==> src/rtl/sram_arb_pkg.sv <==
// Shared types and constants for the two-port SRAM arbiter.
// FSM encoding, chip indices and wait-counter sizing live here.
package sram_arb_pkg;

  typedef enum logic [1:0] {
    ST_IDLE   = 2'd0,
    ST_SETUP  = 2'd1,
    ST_ACCESS = 2'd2,
    ST_HOLD   = 2'd3
  } state_e;

  localparam logic CHIP_HI = 1'b1;
  localparam logic CHIP_LO = 1'b0;

  // Wide enough for the largest legal WAIT_CYCLES (15).
  localparam int CNT_W = 4;

  // Even word addresses live in chip 1 (upper lanes), odd ones in chip 0.
  function automatic logic chip_of(input logic addr0);
    return addr0 ? CHIP_LO : CHIP_HI;
  endfunction

endpackage

==> src/rtl/sram_arb_pick.sv <==
// Combinational grant selection between the two requesters.
// Round-robin tie-break when SRAM_ARB_RR_EN is defined, else fixed priority to port 0.
module sram_arb_pick
  import sram_arb_pkg::*;
(
  input  logic [1:0] req_i,
  input  logic       last_grant_i,
  output logic       valid_o,
  output logic       port_o
);

`ifdef SRAM_ARB_RR_EN
  always_comb begin
    valid_o = |req_i;
    port_o  = req_i[1];
    if (req_i == 2'b11) begin
      port_o = ~last_grant_i;
    end
  end
`else
  logic unused_last_grant;
  assign unused_last_grant = last_grant_i;

  always_comb begin
    valid_o = |req_i;
    port_o  = ~req_i[0];
  end
`endif

endmodule

==> src/rtl/sram_arbiter.sv <==
// Two-port arbiter sequencing SETUP/ACCESS/HOLD cycles on a 2x16-bit external SRAM.
// Optional round-robin arbitration: define SRAM_ARB_RR_EN (default is fixed priority, port 0 first).
module sram_arbiter
  import sram_arb_pkg::*;
#(
  parameter int WAIT_CYCLES = 2
) (
  input  logic        clk,
  input  logic        reset_n,

  input  logic        p0_req,
  input  logic [18:0] p0_addr,
  input  logic        p0_rw,
  input  logic        p0_uds,
  input  logic        p0_lds,
  input  logic [15:0] p0_wdata,
  output logic [15:0] p0_rdata,
  output logic        p0_ack,

  input  logic        p1_req,
  input  logic [18:0] p1_addr,
  input  logic        p1_rw,
  input  logic        p1_uds,
  input  logic        p1_lds,
  input  logic [15:0] p1_wdata,
  output logic [15:0] p1_rdata,
  output logic        p1_ack,

  output logic [17:0] ram_addr,
  output logic [31:0] ram_data_write,
  input  logic [31:0] ram_data_read,
  output logic        ram_data_is_output,
  output logic [1:0]  ram_ce_n,
  output logic [1:0]  ram_ub_n,
  output logic [1:0]  ram_lb_n,
  output logic [1:0]  ram_we_n,
  output logic [1:0]  ram_oe_n
);

  localparam logic [CNT_W-1:0] WAIT_LAST = CNT_W'(WAIT_CYCLES - 1);

  state_e           state_q, state_d;
  logic [CNT_W-1:0] cnt_q, cnt_d;
  logic             last_grant_q, last_grant_d;
  logic             load;

  logic             pick_valid;
  logic             pick_port;

  logic             port_q;
  logic [18:0]      addr_q;
  logic             rw_q;
  logic             uds_q;
  logic             lds_q;
  logic [15:0]      wdata_q;

  logic [17:0]      ram_addr_q, ram_addr_d;
  logic [31:0]      ram_wdata_q, ram_wdata_d;
  logic             dout_en_q, dout_en_d;
  logic [1:0]       ce_n_q, ce_n_d;
  logic [1:0]       ub_n_q, ub_n_d;
  logic [1:0]       lb_n_q, lb_n_d;
  logic [1:0]       we_n_q, we_n_d;
  logic [1:0]       oe_n_q, oe_n_d;

  logic [15:0]      p0_rdata_q, p1_rdata_q;
  logic             p0_ack_q, p1_ack_q;
  logic             chip;
  logic [15:0]      rd_lane;
  logic             capture;

  sram_arb_pick u_pick (
    .req_i        ({p1_req, p0_req}),
    .last_grant_i (last_grant_q),
    .valid_o      (pick_valid),
    .port_o       (pick_port)
  );

  // FSM state register
  always_ff @(posedge clk or negedge reset_n) begin
    if (!reset_n) begin
      state_q      <= ST_IDLE;
      cnt_q        <= '0;
      last_grant_q <= 1'b1;
    end else begin
      state_q      <= state_d;
      cnt_q        <= cnt_d;
      last_grant_q <= last_grant_d;
    end
  end

  always_comb begin
    state_d      = state_q;
    cnt_d        = cnt_q;
    last_grant_d = last_grant_q;
    load         = 1'b0;
    unique case (state_q)
      ST_IDLE: begin
        if (pick_valid) begin
          load         = 1'b1;
          last_grant_d = pick_port;
          state_d      = ST_SETUP;
        end
      end
      ST_SETUP: begin
        cnt_d   = WAIT_LAST;
        state_d = ST_ACCESS;
      end
      ST_ACCESS: begin
        if (cnt_q == '0) begin
          state_d = ST_HOLD;
        end else begin
          cnt_d = cnt_q - 1'b1;
        end
      end
      ST_HOLD: begin
        state_d = ST_IDLE;
      end
      default: state_d = ST_IDLE;
    endcase
  end

  // Request latch: only written when IDLE grants, so later req/addr changes are ignored.
  always_ff @(posedge clk) begin
    if (load) begin
      port_q  <= pick_port;
      addr_q  <= pick_port ? p1_addr  : p0_addr;
      rw_q    <= pick_port ? p1_rw    : p0_rw;
      uds_q   <= pick_port ? p1_uds   : p0_uds;
      lds_q   <= pick_port ? p1_lds   : p0_lds;
      wdata_q <= pick_port ? p1_wdata : p0_wdata;
    end
  end

  assign chip = chip_of(addr_q[0]);

  // Pin registers load from the current state, so the pins trail the FSM by one cycle.
  always_comb begin
    ram_addr_d  = ram_addr_q;
    ram_wdata_d = ram_wdata_q;
    dout_en_d   = 1'b0;
    ce_n_d      = 2'b11;
    ub_n_d      = 2'b11;
    lb_n_d      = 2'b11;
    we_n_d      = 2'b11;
    oe_n_d      = 2'b11;
    if (state_q != ST_IDLE) begin
      ram_addr_d   = addr_q[18:1];
      ce_n_d[chip] = 1'b0;
      ub_n_d[chip] = ~uds_q;
      lb_n_d[chip] = ~lds_q;
      if (!rw_q) begin
        dout_en_d   = 1'b1;
        ram_wdata_d = {wdata_q, wdata_q};
        if (state_q == ST_ACCESS) begin
          we_n_d[chip] = 1'b0;
        end
      end else if (state_q != ST_HOLD) begin
        oe_n_d[chip] = 1'b0;
      end
    end
  end

  always_ff @(posedge clk or negedge reset_n) begin
    if (!reset_n) begin
      ram_addr_q  <= '0;
      ram_wdata_q <= '0;
      dout_en_q   <= 1'b0;
      ce_n_q      <= 2'b11;
      ub_n_q      <= 2'b11;
      lb_n_q      <= 2'b11;
      we_n_q      <= 2'b11;
      oe_n_q      <= 2'b11;
    end else begin
      ram_addr_q  <= ram_addr_d;
      ram_wdata_q <= ram_wdata_d;
      dout_en_q   <= dout_en_d;
      ce_n_q      <= ce_n_d;
      ub_n_q      <= ub_n_d;
      lb_n_q      <= lb_n_d;
      we_n_q      <= we_n_d;
      oe_n_q      <= oe_n_d;
    end
  end

  // The HOLD-state edge closes the last ACCESS pin cycle: sample read data and raise ack.
  assign rd_lane = (chip == CHIP_HI) ? ram_data_read[31:16] : ram_data_read[15:0];
  assign capture = (state_q == ST_HOLD) && rw_q && (uds_q || lds_q);

  always_ff @(posedge clk or negedge reset_n) begin
    if (!reset_n) begin
      p0_ack_q   <= 1'b0;
      p1_ack_q   <= 1'b0;
      p0_rdata_q <= '0;
      p1_rdata_q <= '0;
    end else begin
      p0_ack_q <= (state_q == ST_HOLD) && !port_q;
      p1_ack_q <= (state_q == ST_HOLD) &&  port_q;
      if (capture && !port_q) begin
        p0_rdata_q <= rd_lane;
      end
      if (capture && port_q) begin
        p1_rdata_q <= rd_lane;
      end
    end
  end

  assign p0_ack             = p0_ack_q;
  assign p1_ack             = p1_ack_q;
  assign p0_rdata           = p0_rdata_q;
  assign p1_rdata           = p1_rdata_q;
  assign ram_addr           = ram_addr_q;
  assign ram_data_write     = ram_wdata_q;
  assign ram_data_is_output = dout_en_q;
  assign ram_ce_n           = ce_n_q;
  assign ram_ub_n           = ub_n_q;
  assign ram_lb_n           = lb_n_q;
  assign ram_we_n           = we_n_q;
  assign ram_oe_n           = oe_n_q;

endmodule

==> config.mk <==
export PLATFORM = sky130hd
export DESIGN_NAME = sram_arbiter
export DESIGN_NICKNAME = d
export VERILOG_FILES = /design/src/rtl/sram_arb_pkg.sv /design/src/rtl/sram_arb_pick.sv /design/src/rtl/sram_arbiter.sv
export SDC_FILE = /design/constraint.sdc
export NUM_CORES = 1
export LEC_CHECK = 0
export CORE_MARGIN = 8
export CORE_UTILIZATION = 40
export CTS_CLUSTER_DIAMETER = 150
export DETAILED_ROUTE_END_ITERATION = 8
export PLACE_DENSITY = 0.79
export SYNTH_ARGS = -nofsm -noshare
export SYNTH_HDL_FRONTEND = slang
export SYNTH_SLANG_ARGS = --single-unit
==> constraint.sdc <==
create_clock -name clk -period 2.7 [get_ports clk]
set_clock_uncertainty 0.1 [all_clocks]
set_input_delay 0.405 -clock clk [delete_from_list [all_inputs] [get_ports clk]]
set_output_delay 0.405 -clock clk [all_outputs]
set_load 0.02 [all_outputs]
# After elaboration in Yosys (flattened, before gate mapping)
# Cells that the tools add are included.
dict set report totals {
  latchBits 0
  ram_bits 0
  n_memories 0
  mem_bits_ro 0
  out_inout_bits 95
  register_bits 140
  inputBits 112
  word_cells 81
}
dict set report classes {
  n_div 0
  bitwise_logic 7
  eq_ne 7
  reduce_logical 17
  magnitude_cmp 2
  shift 0
  mul 0
  muxes 27
  n_addsub 1
}
# op count
set ops {}
lappend ops {{$mux 16} 2}
lappend ops {{$mux 2} 11}
lappend ops {{$mux 19} 1}
lappend ops {{$mux 1} 9}
lappend ops {{$ne 2x2->1 const B} 4}
lappend ops {{$pmux 2 s4} 1}
lappend ops {{$pmux 4 s2} 1}
lappend ops {{$logic_and 1x1->1} 7}
lappend ops {{$reduce_and 2->1} 3}
lappend ops {{$eq 2x2->1 const B} 2}
lappend ops {{$logic_not 4->1} 1}
lappend ops {{$mux 4} 1}
lappend ops {{$not 1->1} 4}
lappend ops {{$or 2x2->2} 2}
lappend ops {{$reduce_bool 2->1} 2}
lappend ops {{$sub 4x1->4 const B} 1}
lappend ops {{$eq 2x1->1 const B} 1}
lappend ops {{$logic_not 2->1} 1}
lappend ops {{$lt 1x2->1 const B} 1}
lappend ops {{$not 2->2} 1}
lappend ops {{$reduce_or 2->1} 1}
lappend ops {{$demux 1 s1} 1}
lappend ops {{$ge 1x1->1 const B} 1}
lappend ops {{$logic_not 1->1} 1}
lappend ops {{$logic_or 1x1->1} 1}

# Longest topological paths before layout
dict set report depth {
  depth_word 9
  ltp_mapped 6
  mapped_depth_nobuf 5
}

# By module
# Synthesis repeated with hierarchy kept, for this count alone.
dict set report hier_totals {
  hier_cells 328
  area_unflattened_um2 5432.7
}
# mod seq_area_each_um2 cells_per_inst n_inst area_per_inst_um2
set modules_own_cells {}
lappend modules_own_cells {sram_arbiter 3337.0 326 1 5422.7}
lappend modules_own_cells {sram_arb_pick 0.0 2 1 10.0}

# Worst setup path after synthesis
# No wires, ideal clock.
dict set report synth_timing {
  kind {register to register}
  from {register state_q[0]}
  to {register addr_q[0] (enable)}
  path_stages_with_launch 5
  n_path_buf 1
  setup_slack_ns 0.301
  period_less_slack_ns 2.399
  setup_time_ns 0.399
  t_required_ns 2.201
  arrival_ns 1.900
  cell_sequence {dfrtp_1 inv_1 ha_1 buf_2 o21a_1}
}
dict set report synth_between {
  elab_chain_cells 2
}
# item line
set synth_lines {}
lappend synth_lines {{from (decl)} sram_arbiter.sv:42} ;# state_e state_q, state_d;
lappend synth_lines {{from (signal assigned)} sram_arbiter.sv:86} ;# state_q <= state_d;
lappend synth_lines {{$logic_not 2->1} -}
lappend synth_lines {{$mux 1} sram_arbiter.sv:97} ;# unique case (state_q)
lappend synth_lines {{net load} sram_arbiter.sv:45} ;# logic load;
lappend synth_lines {{to (signal assigned)} sram_arbiter.sv:127} ;# addr_q <= pick_port ? p1_addr : p0_addr;
lappend synth_lines {{to (decl)} sram_arbiter.sv:51} ;# logic [18:0] addr_q;
# The timed path passes the listed nets, and every way through them passes these cells.
# A chain may end at the register's enable or synchronous reset.

# Worst setup path after layout
dict set report layout_timing {
  from {register ub_n_q[0], in the netlist ram_ub_n[0]}
  to {output ram_ub_n[0]}
}
# item line
set layout_rtl {}
lappend layout_rtl {{from (decl)} sram_arbiter.sv:61} ;# logic [1:0] ub_n_q, ub_n_d;
lappend layout_rtl {{from (signal assigned)} sram_arbiter.sv:179} ;# ub_n_q <= ub_n_d;
lappend layout_rtl {{to (decl)} sram_arbiter.sv:34} ;# output logic [1:0] ram_ub_n,
# No word-level cell between the ends.

==> impl_metrics.yaml <==
routing:
  wirelength_mm: 13.30
  antenna_left: 0
  drc: 0
  dr.first_iter.drc_count: 105
  wl_per_cell_um: 17.69
  vias: 3573
  drtPass1Iterations: 4
  vias_per_cell: 4.751
placed_design:
  post-dp-hpwl_mm: 10.37
  port_buffers: 206
  routabilityCongestion: 0.7992
sta:
  max_slew_margin_pct: 56.39
  drv_slew: 0
  rsz0062_at_grt: "no"
  period_minus_slack_ps: 2037
  tightestPinTransition_ps: 654.1
  whs_ps: 376.1
  fin_crit_sh_pct: 75.43
  setup_viol: 0
  hold_viol_final: 0
  fin_tns_setup_ps: 0
  fmax_ghz: 0.4910
clock_tree:
  path_clk_slew_ps: 50
  cts_tree: "yes"
  root_buffer: "clkbuf_16"
  cts_num_sinks: 124
  clockBufferDepth: 2
  numCtsBuffers: 17
  cts_setup_buffers: 0
  clkLatencyLatePin_ps: 400
  cts_max_level: 4
  post_cts_resized: 0
  cts_hold_buf: 1
yosys:
  synth_area_leaders: "dfrtp_1 (36%), edfxtp_1 (22%), mux2_2 (16%), mux2i_1 (6.3%), dfstp_2 (5.0%)"
  ys_types: 33
  avgSynthCellArea_um2: 14.58
  synthCells: 359
  synth_warnings: 0
  ys_seq_elements: 124
  yosysSeqAreaShare_pct: 63.26
  synth.cell_area_mm2: 0.005234
  yosysTopAreaCellShare_pct: 35.86
  synth_nets: 479
  yosysTopAreaCell: "dfrtp_1"
power:
  p_comb_share_pct: 41.1
  power_density_mw_per_mm2: 1183
  leakage_uw: 0.003291
  ir_drop_uv: 432.7
  pwr-share-clk_pct: 25.2
  p_seq_share_pct: 33.7
  swShare_pct: 33.09
  switchingPower_uw: 3143
  intPower_uw: 6355
final_layout:
  drive_gt1_share_pct: 23.28
  nets: 687
  fill_cells: 981
  post-route-util_pct: 63.13
  multi_input_area_mm2: 0.001628
  areaGrowthSynthToFinish_pct: 53.45
  area.sequential_mm2: 0.003311
  antennaDiodeCount: 0
worst_setup_path:
  cp-end-kind: "output port"
  cp_top_family: "buffers and inverters"
  crit_chain: "clkdlybuf4s50_1"
  worst-path-buf-inv: 1
  crit_required_ps: 2190
  crit_fanout: 1
  critPathArrivalTime_ps: 1530
  cp_slowest_cell: "clkdlybuf4s50_1"
  crit_path_start_kind: "flip-flop"
  cpPeakStageDelay_ps: 620
  crit_type: "flip-flop to output port"
global_route:
  grt_first_pass_wirelength_mm: 20.64
  grt_overflow: 0
  antenna_found_initial: 0
  grt_pass1_vias: 4077
  grt_max_degree: 40
  grt_usage_pct: 15.99
hold_path:
  min_path_type: "flip-flop to flip-flop"
run_status:
  status: "completed"
flow_run:
  timing.max_cap.violations: 0
die:
  die_w_um: 130.4
  floorplan.initialDensity_pct: 41.14
  dieHeight_um: 130.4
  num_rows: 41
  die_area_mm2: 0.01700
  coreArea_mm2: 0.01272
  boundaryPins: 207
## path summary, 6_finish.rpt
| path | start | end | slack (ps) | depth (start not counted) |
|---|---|---|---|---|
| max in group asynchronous | reset_n | ram_we_n[1]$_DFF_PN1_ | 1290 | 3 |
| setup / recovery | ram_ub_n[0]$_DFF_PN1_ | ram_ub_n[0] | 660 | 1 |
| setup reg to reg | state_q[0]$_DFFE_PN0P_ | wdata_q[13]$_DFFE_PP_ | 770 | 4 |
| hold reg to reg | addr_q[12]$_DFFE_PP_ | ram_addr[11]$_DFFE_PN0N_ | 380 | 1 |
| hold / removal | addr_q[12]$_DFFE_PP_ | ram_addr[11]$_DFFE_PN0N_ | 380 | 1 |
| min in group asynchronous | reset_n | p1_rdata[9]$_DFFE_PN0P_ | 440 | 2 |
## layout by cell type, fill, tap and decap left out, types with 2 or more instances in the layout
cell type / n
dfstp_2: 10
clkdlybuf4s50_1: 204
clkbuf_16: 17
ha_1: 8
inv_1: 23
nor2_1: 3
nand2_1: 27
dfrtp_1: 75
mux2_2: 75
clkinv_1: 4
o21ai_0: 15
edfxtp_1: 39
clkinvlp_4: 4
mux2i_1: 33
buf_4: 14
bufinv_16: 5
nor2b_1: 2
## flip-flops by register name, indices dropped and copies added (netlist names), 4 cells and up
| signal | count |
|---|---|
| addr_q | 19 |
| ram_addr | 18 |
| ram_data_write | 16 |
| cnt_q | 4 |
| p1_rdata | 16 |
| wdata_q | 16 |
| p0_rdata | 16 |
## through the flow
stage,area (um^2),total power (uW),std cells,setup slack (ps)
2_1_floorplan,5234,5345,359,301.3
3_3_place_gp,7392,7052,719,733.4
3_5_place_dp,7392,7197,719,733.7
4_1_cts,8031,9647,752,633.2
5_1_grt,8031,10010,752,606.6
6_report,8031,9497,752,663.4
## synth_stat cells (all sizes together)
library cell	instances
mux2	76
dfrtp	75
edfxtp	39
mux2i	33
buf	29
nand2	27
inv	23
o21ai	15
dfstp	10
ha	8
nor2	4
nor2b	3
a21oi	2
clkbuf	2
and2	1
and2b	1
nand2b	1
nand3	1
nor3	1
nor3b	1
o2111ai	1
o211a	1
o21a	1
o22ai	1
o31ai	1
o32a	1
or3b	1
## power by group through the flow
stage,Clock (uW),Sequential (uW),Combinational [uW]
6_report,2400,3200,3900
5_1_grt,2540,3300,4170
4_1_cts,2470,3210,3970
3_5_place_dp,0,3240,3960
3_3_place_gp,0,3190,3860
2_1_floorplan,0,3850,1490
## worst register-to-register path: stages (launching register included)
cell and delay, ps:
dfrtp_1 420, inv_1 130, ha_1 290, o21a_2 170, buf_4 430
## cell families (layout without fill, tap and decap cells)
kind of cell	Yosys count	after routing	share of synthesized area (%)
adder cells (fa/ha/maj)	8	8	1.913
AND/OR/NAND/NOR	41	41	3.706
multiplexers	109	109	22.66
AO/OA/AOI/OAI	23	23	2.678
flip-flops	124	124	63.26
buffers and inverters	54	275	5.785
## layer usage
metal / track usage [%] / share of wire, % / up-vias
met5: 0 / 0 / -
met4: 7.090 / 1.2 / 0
met3: 7.536 / 12 / 12
met1: 16.16 / 36 / 1750
met2: 27.73 / 51 / 164
li1: - / - / 1647
## layout make-up
class,instances,share of cell area [%]
clock buffer,18,5.344
multi-input combinational,181,20.27
clock inverter,14,2.493
timing repair buffer,220,26.92
sequential,124,41.22
tap,172,2.680
inverter,23,1.075
Note: power is estimated with default switching activity, not from simulation.
